[config.mk]
export PLATFORM = sky130hd
export DESIGN_NAME = traffic_interval_timer
export DESIGN_NICKNAME = d
export VERILOG_FILES = /design/src/rtl/traffic_pkg.sv /design/src/rtl/sensor_debounce.sv /design/src/rtl/traffic_interval_timer.sv
export SDC_FILE = /design/constraint.sdc
export NUM_CORES = 1
export LEC_CHECK = 0
export BUFFER_PORTS_ARGS = -buffer_cell sky130_fd_sc_hd__clkbuf_2
export CAP_MARGIN = 10
export CORE_AREA = 2 2 55 57
export CTS_BUF_LIST = sky130_fd_sc_hd__clkbuf_8
export DETAILED_ROUTE_END_ITERATION = 10
export DIE_AREA = 0 0 57 59
export PLACE_DENSITY = 0.81
export SLEW_MARGIN = 10
export SYNTH_ARGS = -nofsm -noshare
export SYNTH_HDL_FRONTEND = slang
export SYNTH_HIERARCHICAL = 1
export SYNTH_SLANG_ARGS = --single-unit
export TNS_END_PERCENT = 20
[constraint.sdc]
create_clock -name clk -period 5.2 [get_ports clk]
set_input_delay 0.52 -clock clk [delete_from_list [all_inputs] [get_ports clk]]
set_output_delay 0.52 -clock clk [all_outputs]
set_load 0.05 [all_outputs]
[src/rtl/traffic_pkg.sv]
// Shared interval-select encoding for the traffic-light timer and its FSM.
package traffic_pkg;

  typedef logic [1:0] ic_sel_t;

  localparam ic_sel_t IC_YELLOW = 2'b00;
  localparam ic_sel_t IC_RED    = 2'b01;
  localparam ic_sel_t IC_NGREEN = 2'b10;
  localparam ic_sel_t IC_EGREEN = 2'b11;

endpackage

[src/rtl/sensor_debounce.sv]
// Two-flop synchroniser followed by a debounce counter. The output changes only
// after DB_CYCLES consecutive synchronised samples disagree with it.
module sensor_debounce #(
  parameter int unsigned DB_CYCLES = 4
) (
  input  logic clk,
  input  logic rst_n,
  input  logic raw_in,
  output logic level_out
);

  localparam int unsigned DBW = $clog2(DB_CYCLES + 1);

  logic           sync_q1;
  logic           car_s;
  logic           level_q;
  logic [DBW-1:0] db_cnt_q;

  // Bring the asynchronous sensor into the clk domain.
  always_ff @(posedge clk or negedge rst_n) begin
    if (!rst_n) begin
      sync_q1 <= 1'b0;
      car_s   <= 1'b0;
    end else begin
      sync_q1 <= raw_in;
      car_s   <= sync_q1;
    end
  end

  // Count consecutive disagreeing samples; adopt the new level on the last one.
  always_ff @(posedge clk or negedge rst_n) begin
    if (!rst_n) begin
      db_cnt_q <= '0;
      level_q  <= 1'b0;
    end else if (car_s == level_q) begin
      db_cnt_q <= '0;
    end else if (db_cnt_q == DBW'(DB_CYCLES - 1)) begin
      level_q  <= car_s;
      db_cnt_q <= '0;
    end else begin
      db_cnt_q <= db_cnt_q + 1'b1;
    end
  end

  assign level_out = level_q;

endmodule

[src/rtl/traffic_interval_timer.sv]
// Interval countdown and status-flag decode for the traffic-light FSM, plus the
// conditioned east-road car sensor.
module traffic_interval_timer
  import traffic_pkg::*;
#(
  parameter int unsigned T_SHORT   = 3,
  parameter int unsigned T_RED     = 2,
  parameter int unsigned T_LONG    = 10,
  parameter int unsigned CW        = 16,
  parameter int unsigned DB_CYCLES = 4
) (
  input  logic    clk,
  input  logic    rst_n,
  input  ic_sel_t s_ic,
  input  logic    en_ic,
  input  logic    car_e_raw,
  output logic    not_r,
  output logic    c_and_l,
  output logic    en_s,
  output logic    l_or_notc,
  output logic    car_e
);

  logic [CW-1:0] count_q;
  logic [CW-1:0] load_val;
  ic_sel_t       cur_sel_q;
  logic          armed_q;
  logic          load;
  logic          sel_match;
  logic          expired;
  logic          done;

  sensor_debounce #(
    .DB_CYCLES (DB_CYCLES)
  ) u_sensor_debounce (
    .clk       (clk),
    .rst_n     (rst_n),
    .raw_in    (car_e_raw),
    .level_out (car_e)
  );

  // Interval length for the requested select.
  always_comb begin
    load_val = CW'(T_LONG);
    unique case (s_ic)
      IC_YELLOW: load_val = CW'(T_SHORT);
      IC_RED:    load_val = CW'(T_RED);
      IC_NGREEN: load_val = CW'(T_LONG);
      IC_EGREEN: load_val = CW'(T_LONG);
      default:   load_val = CW'(T_LONG);
    endcase
  end

  // First enabled cycle after reset, or a new select, reloads the interval.
  assign load = en_ic && (!armed_q || (s_ic != cur_sel_q));

  // Countdown state: reload, saturating decrement, or hold while disabled.
  always_ff @(posedge clk or negedge rst_n) begin
    if (!rst_n) begin
      count_q   <= '0;
      cur_sel_q <= IC_YELLOW;
      armed_q   <= 1'b0;
    end else if (load) begin
      count_q   <= load_val;
      cur_sel_q <= s_ic;
      armed_q   <= 1'b1;
    end else if (en_ic && (count_q != '0)) begin
      count_q <= count_q - 1'b1;
    end
  end

  // The select-match term hides stale flags in the cycle before a reload.
  assign sel_match = en_ic && armed_q && (s_ic == cur_sel_q);
  assign expired   = (count_q == '0);
  assign done      = sel_match && expired;

  assign en_s      = done && (cur_sel_q == IC_YELLOW);
  assign not_r     = done && (cur_sel_q == IC_RED);
  assign c_and_l   = done && (cur_sel_q == IC_NGREEN) && car_e;
  assign l_or_notc = sel_match && (cur_sel_q == IC_EGREEN) && (expired || !car_e);

endmodule

==> results by group <==
Floorplan
  • Core area: 0.00271 mm²
  • Rows: 19
  • DIE AREA: 0.00336 mm²
  • Die H: 59 µm
  • Die X-Extent: 57 µm
  • IO Pins: 11
  • Initial Util: 54.1%

CTS
  • Number of gates resized after CTS: 0
  • TritonCTS Buffers: 3
  • Root buffer cell: clkbuf_8
  • Clock sinks: 25
  • H-tree levels: 1
  • Clk buf depth: 2
  • Hold Buf Count CTS: 0
  • Worst-path clk slew: 0.09 ns
  • Post-CTS Setup Inserts: 0
  • CTS tree: done
  • Clock Latency Late Sink: 0.27 ns

Global route
  • First-pass GRT wire length: 5510 µm
  • Antenna violations before repair: 0
  • Vias in the first global route: 1,170
  • Total track usage: 20.7%
  • Total grt overflow: 0
  • Largest net degree at the start of global routing: 26

Power and ir drop
  • Clock share of power: 24.0%
  • Psw: 0.000172 W
  • Leak: 0.642 nW
  • Sequential power share: 48.7%
  • Tot Pwr: 0.000492 W
  • Int Pwr: 0.000321 W
  • Worst IR Drop VDD: 305 µV
  • PwrDens: 313 mW/mm²
  • Comb pwr share: 27.4%
  • Sw Ratio: 34.9%

Setup path
  • Critical path arrival: 2.52 ns
  • Critical Path RT: 4.68 ns
  • Crit path launch: count_q[0]
  • Reg-to-reg startpoint: count_q[0]
  • Slowest stage delay, CP: 0.44 ns
  • CP delay by family, top: simple AND/OR/NAND/NOR gates
  • Reg2Reg Depth: 6
  • Slowest CP cell: or3b_1
  • R2r endpoint: count_q[12]
  • Crit-path cells: inv_1 > ha_1 > or3b_1 > nor3_2 > nand2_1 > nor4_1 > clkbuf_2
  • Worst Path Buf+Inv: 2
  • Setup Crit Path Kind: reg -> out
  • Worst Setup End Kind: output pin
  • Kind of start point of the critical path: flop
  • Critical Path Fanout Max: 5
  • Worst R2R Setup Slack: 3.11 ns

Synthesis
  • Most used DFF post-synth: dfrtp_1
  • Post-Syn Nets: 150
  • Ys async rst share: 100%
  • Syn. warnings: 6
  • Syn Area/Cell: 10.3 µm²
  • Sequential area share after synthesis: 42.7%
  • Synth cell types: 51
  • Post-synth EDFFs: 0
  • Syn Inst Count: 142
  • Yosys reg bits: 25
  • Cell Area, Synth: 0.00147 mm²

STA
  • Max Freq: 328 MHz
  • Fin crit share: 58.6%
  • Slew margin rel.: 39.4%
  • Worst Skew: 0.00588 ns
  • Setup tns final: 0 ns
  • RSZ-0062 raised after global routing: no
  • Slew Viols, Final: 0
  • Final hold viol count: 0
  • Min cycle time layout: 3.04 ns
  • Final Hold Slack: 0.234 ns
  • Final setup vio count: 0
  • Worst-margin pin slew: 0.905 ns

Placement
  • Post-DP HPWL: 2190 µm
  • GPL Wtd Cong: 0.908
  • PortBufs: 10
  • Post-DP Area: 0.00152 mm²

Layout
  • Layout Utilization: 58.0%
  • Diode count: 0
  • Area of the multi-input gates: 779 µm²
  • Nets: 160
  • Area Growth Syn to Fin: 7.34%
  • Share of cells above drive strength 1: 20.5%
  • Fillcell total: 233
  • Fin area: 0.00157 mm²
  • FF+latch area: 626 µm²

Route
  • DRT Pass-1 Iters: 4
  • Starting DRC count in detailed routing: 40
  • DRC viols: 0
  • Final ANT Viol Nets: 0
  • Final wirelength: 2960 µm
  • DR vias: 1,193
  • Number of vias per cell: 6.55
  • Drt wl/cell: 16.3 µm

Run
  • Max-Cap Viols: 0

Status
  • Status: completed

Hold path
  • Hold/Removal Path Class: in -> async
[kinds of logic (layout without fill, tap and decap cells)]
| logic type | Yosys count | in the layout | share of synthesized area (%) |
|---|---|---|---|
| AND/OR/NAND/NOR | 55 | 55 | 24.6 |
| AO/OA/AOI/OAI | 38 | 38 | 20.8 |
| flip-flops | 25 | 25 | 42.7 |
| buffers and inverters | 13 | 22 | 4.10 |
| XOR/XNOR | 6 | 6 | 3.59 |
| multiplexers | 3 | 3 | 2.48 |
| adder cells (fa/ha/maj) | 2 | 2 | 1.71 |
[final cells by class]
cell class / count / share of cell area, %
flip-flops and latches: 25 / 39.8
clock inverters: 1 / 0.477
inverters: 8 / 1.91
clock buffers: 3 / 2.63
repair buffers: 10 / 3.18
well taps: 31 / 2.47
multi-input cells: 104 / 49.6
[flip-flops by register name, summed over array words and instances (netlist names)]
| name | count |
|---|---|
| count_q | 16 |
| u_sensor_debounce/db_cnt_q | 3 |
| cur_sel_q | 2 |
| armed_q | 1 |
| u_sensor_debounce/car_s | 1 |
| u_sensor_debounce/level_out | 1 |
| u_sensor_debounce/sync_q1 | 1 |
[how the worst max path moves through the flow]
| stage | to | cells past startpoint |
|---|---|---|
| 2_1_floorplan | not_r | 6 |
| 3_5_place_dp | not_r | 7 |
| 5_1_grt | c_and_l | 7 |
| 6_report | c_and_l | 7 |
| 3_3_place_gp | not_r | 7 |
| 4_1_cts | not_r | 7 |
[cells in the mapped netlist (2+ instances only)]
cell / number / area, µm²
nor4_1: 3 / 18.8
a211oi_1: 4 / 30.0
xor2_1: 2 / 17.5
nor3_1: 7 / 35.0
a21oi_1: 5 / 25.0
nor3_2: 2 / 20.0
a31o_2: 5 / 43.8
inv_1: 7 / 26.3
a2111oi_0: 3 / 26.3
nand4_1: 2 / 12.5
or3_1: 4 / 25.0
ha_1: 2 / 25.0
o41ai_1: 3 / 26.3
buf_2: 3 / 15.0
nor3b_2: 2 / 25.0
nand2_1: 9 / 33.8
o31ai_1: 2 / 15.0
nor2b_1: 2 / 12.5
xnor2_1: 4 / 35.0
or4b_1: 3 / 30.0
nand3_1: 2 / 10.0
dfrtp_1: 25 / 626
nor2_1: 7 / 26.3
o21ai_0: 6 / 30.0
o311ai_0: 2 / 17.5
[worst reg2reg max path, stage by stage, from the launching register on]
cell       delay (ns)
dfrtp_1          0.41
inv_1            0.11
ha_1             0.19
or3b_1           0.44
a2111oi_4        0.45
a211oi_1         0.14
a31o_2           0.25
[stage by stage]
| step | setup WS, ns | instances |
|---|---|---|
| 6_report | 2.16 | 182 |
| 5_1_grt | 2.00 | 182 |
| 4_1_cts | 2.17 | 182 |
| 3_5_place_dp | 2.49 | 178 |
| 3_3_place_gp | 2.60 | 178 |
| 2_1_floorplan | 1.63 | 142 |
[metal layers]
metal | GRT usage [%] | vias up | share of wire, %
met5 | 0 | - | 0
met4 | 8.31 | 0 | 1.3
met2 | 34.2 | 41 | 49
met3 | 3.28 | 5 | 5.5
met1 | 27.6 | 580 | 44
li1 | - | 567 | -
[cells in the final DEF, fill, tap and decap left out, drive strengths merged, types with 2 or more instances in the layout]
master   Yosys  final
nor3         9      9
a21oi        5      5
xnor2        4      4
nand4        2      2
nor3b        3      3
nor2b        3      3
o21ai        6      6
xor2         2      2
mux2         2      2
a211oi       4      4
o311ai       2      2
nor2         7      7
or3          5      5
a31o         5      5
a2111oi      4      4
ha           2      2
dfrtp       25     25
inv          7      7
or4b         4      4
o31ai        2      2
nand2        9      9
nor4         4      4
o41ai        3      3
clkbuf       1     13
nand3        2      2
[power by group through the flow]
stage	sequential, W	clock [W]	combinational (W)
floorplan	0.000249	0	0.0000953
global placement	0.000241	0	0.000129
detailed placement	0.000244	0	0.000134
CTS	0.000240	0.000120	0.000135
global route	0.000243	0.000131	0.000149
finish	0.000240	0.000118	0.000135
(Power assumes the default switching activity.)
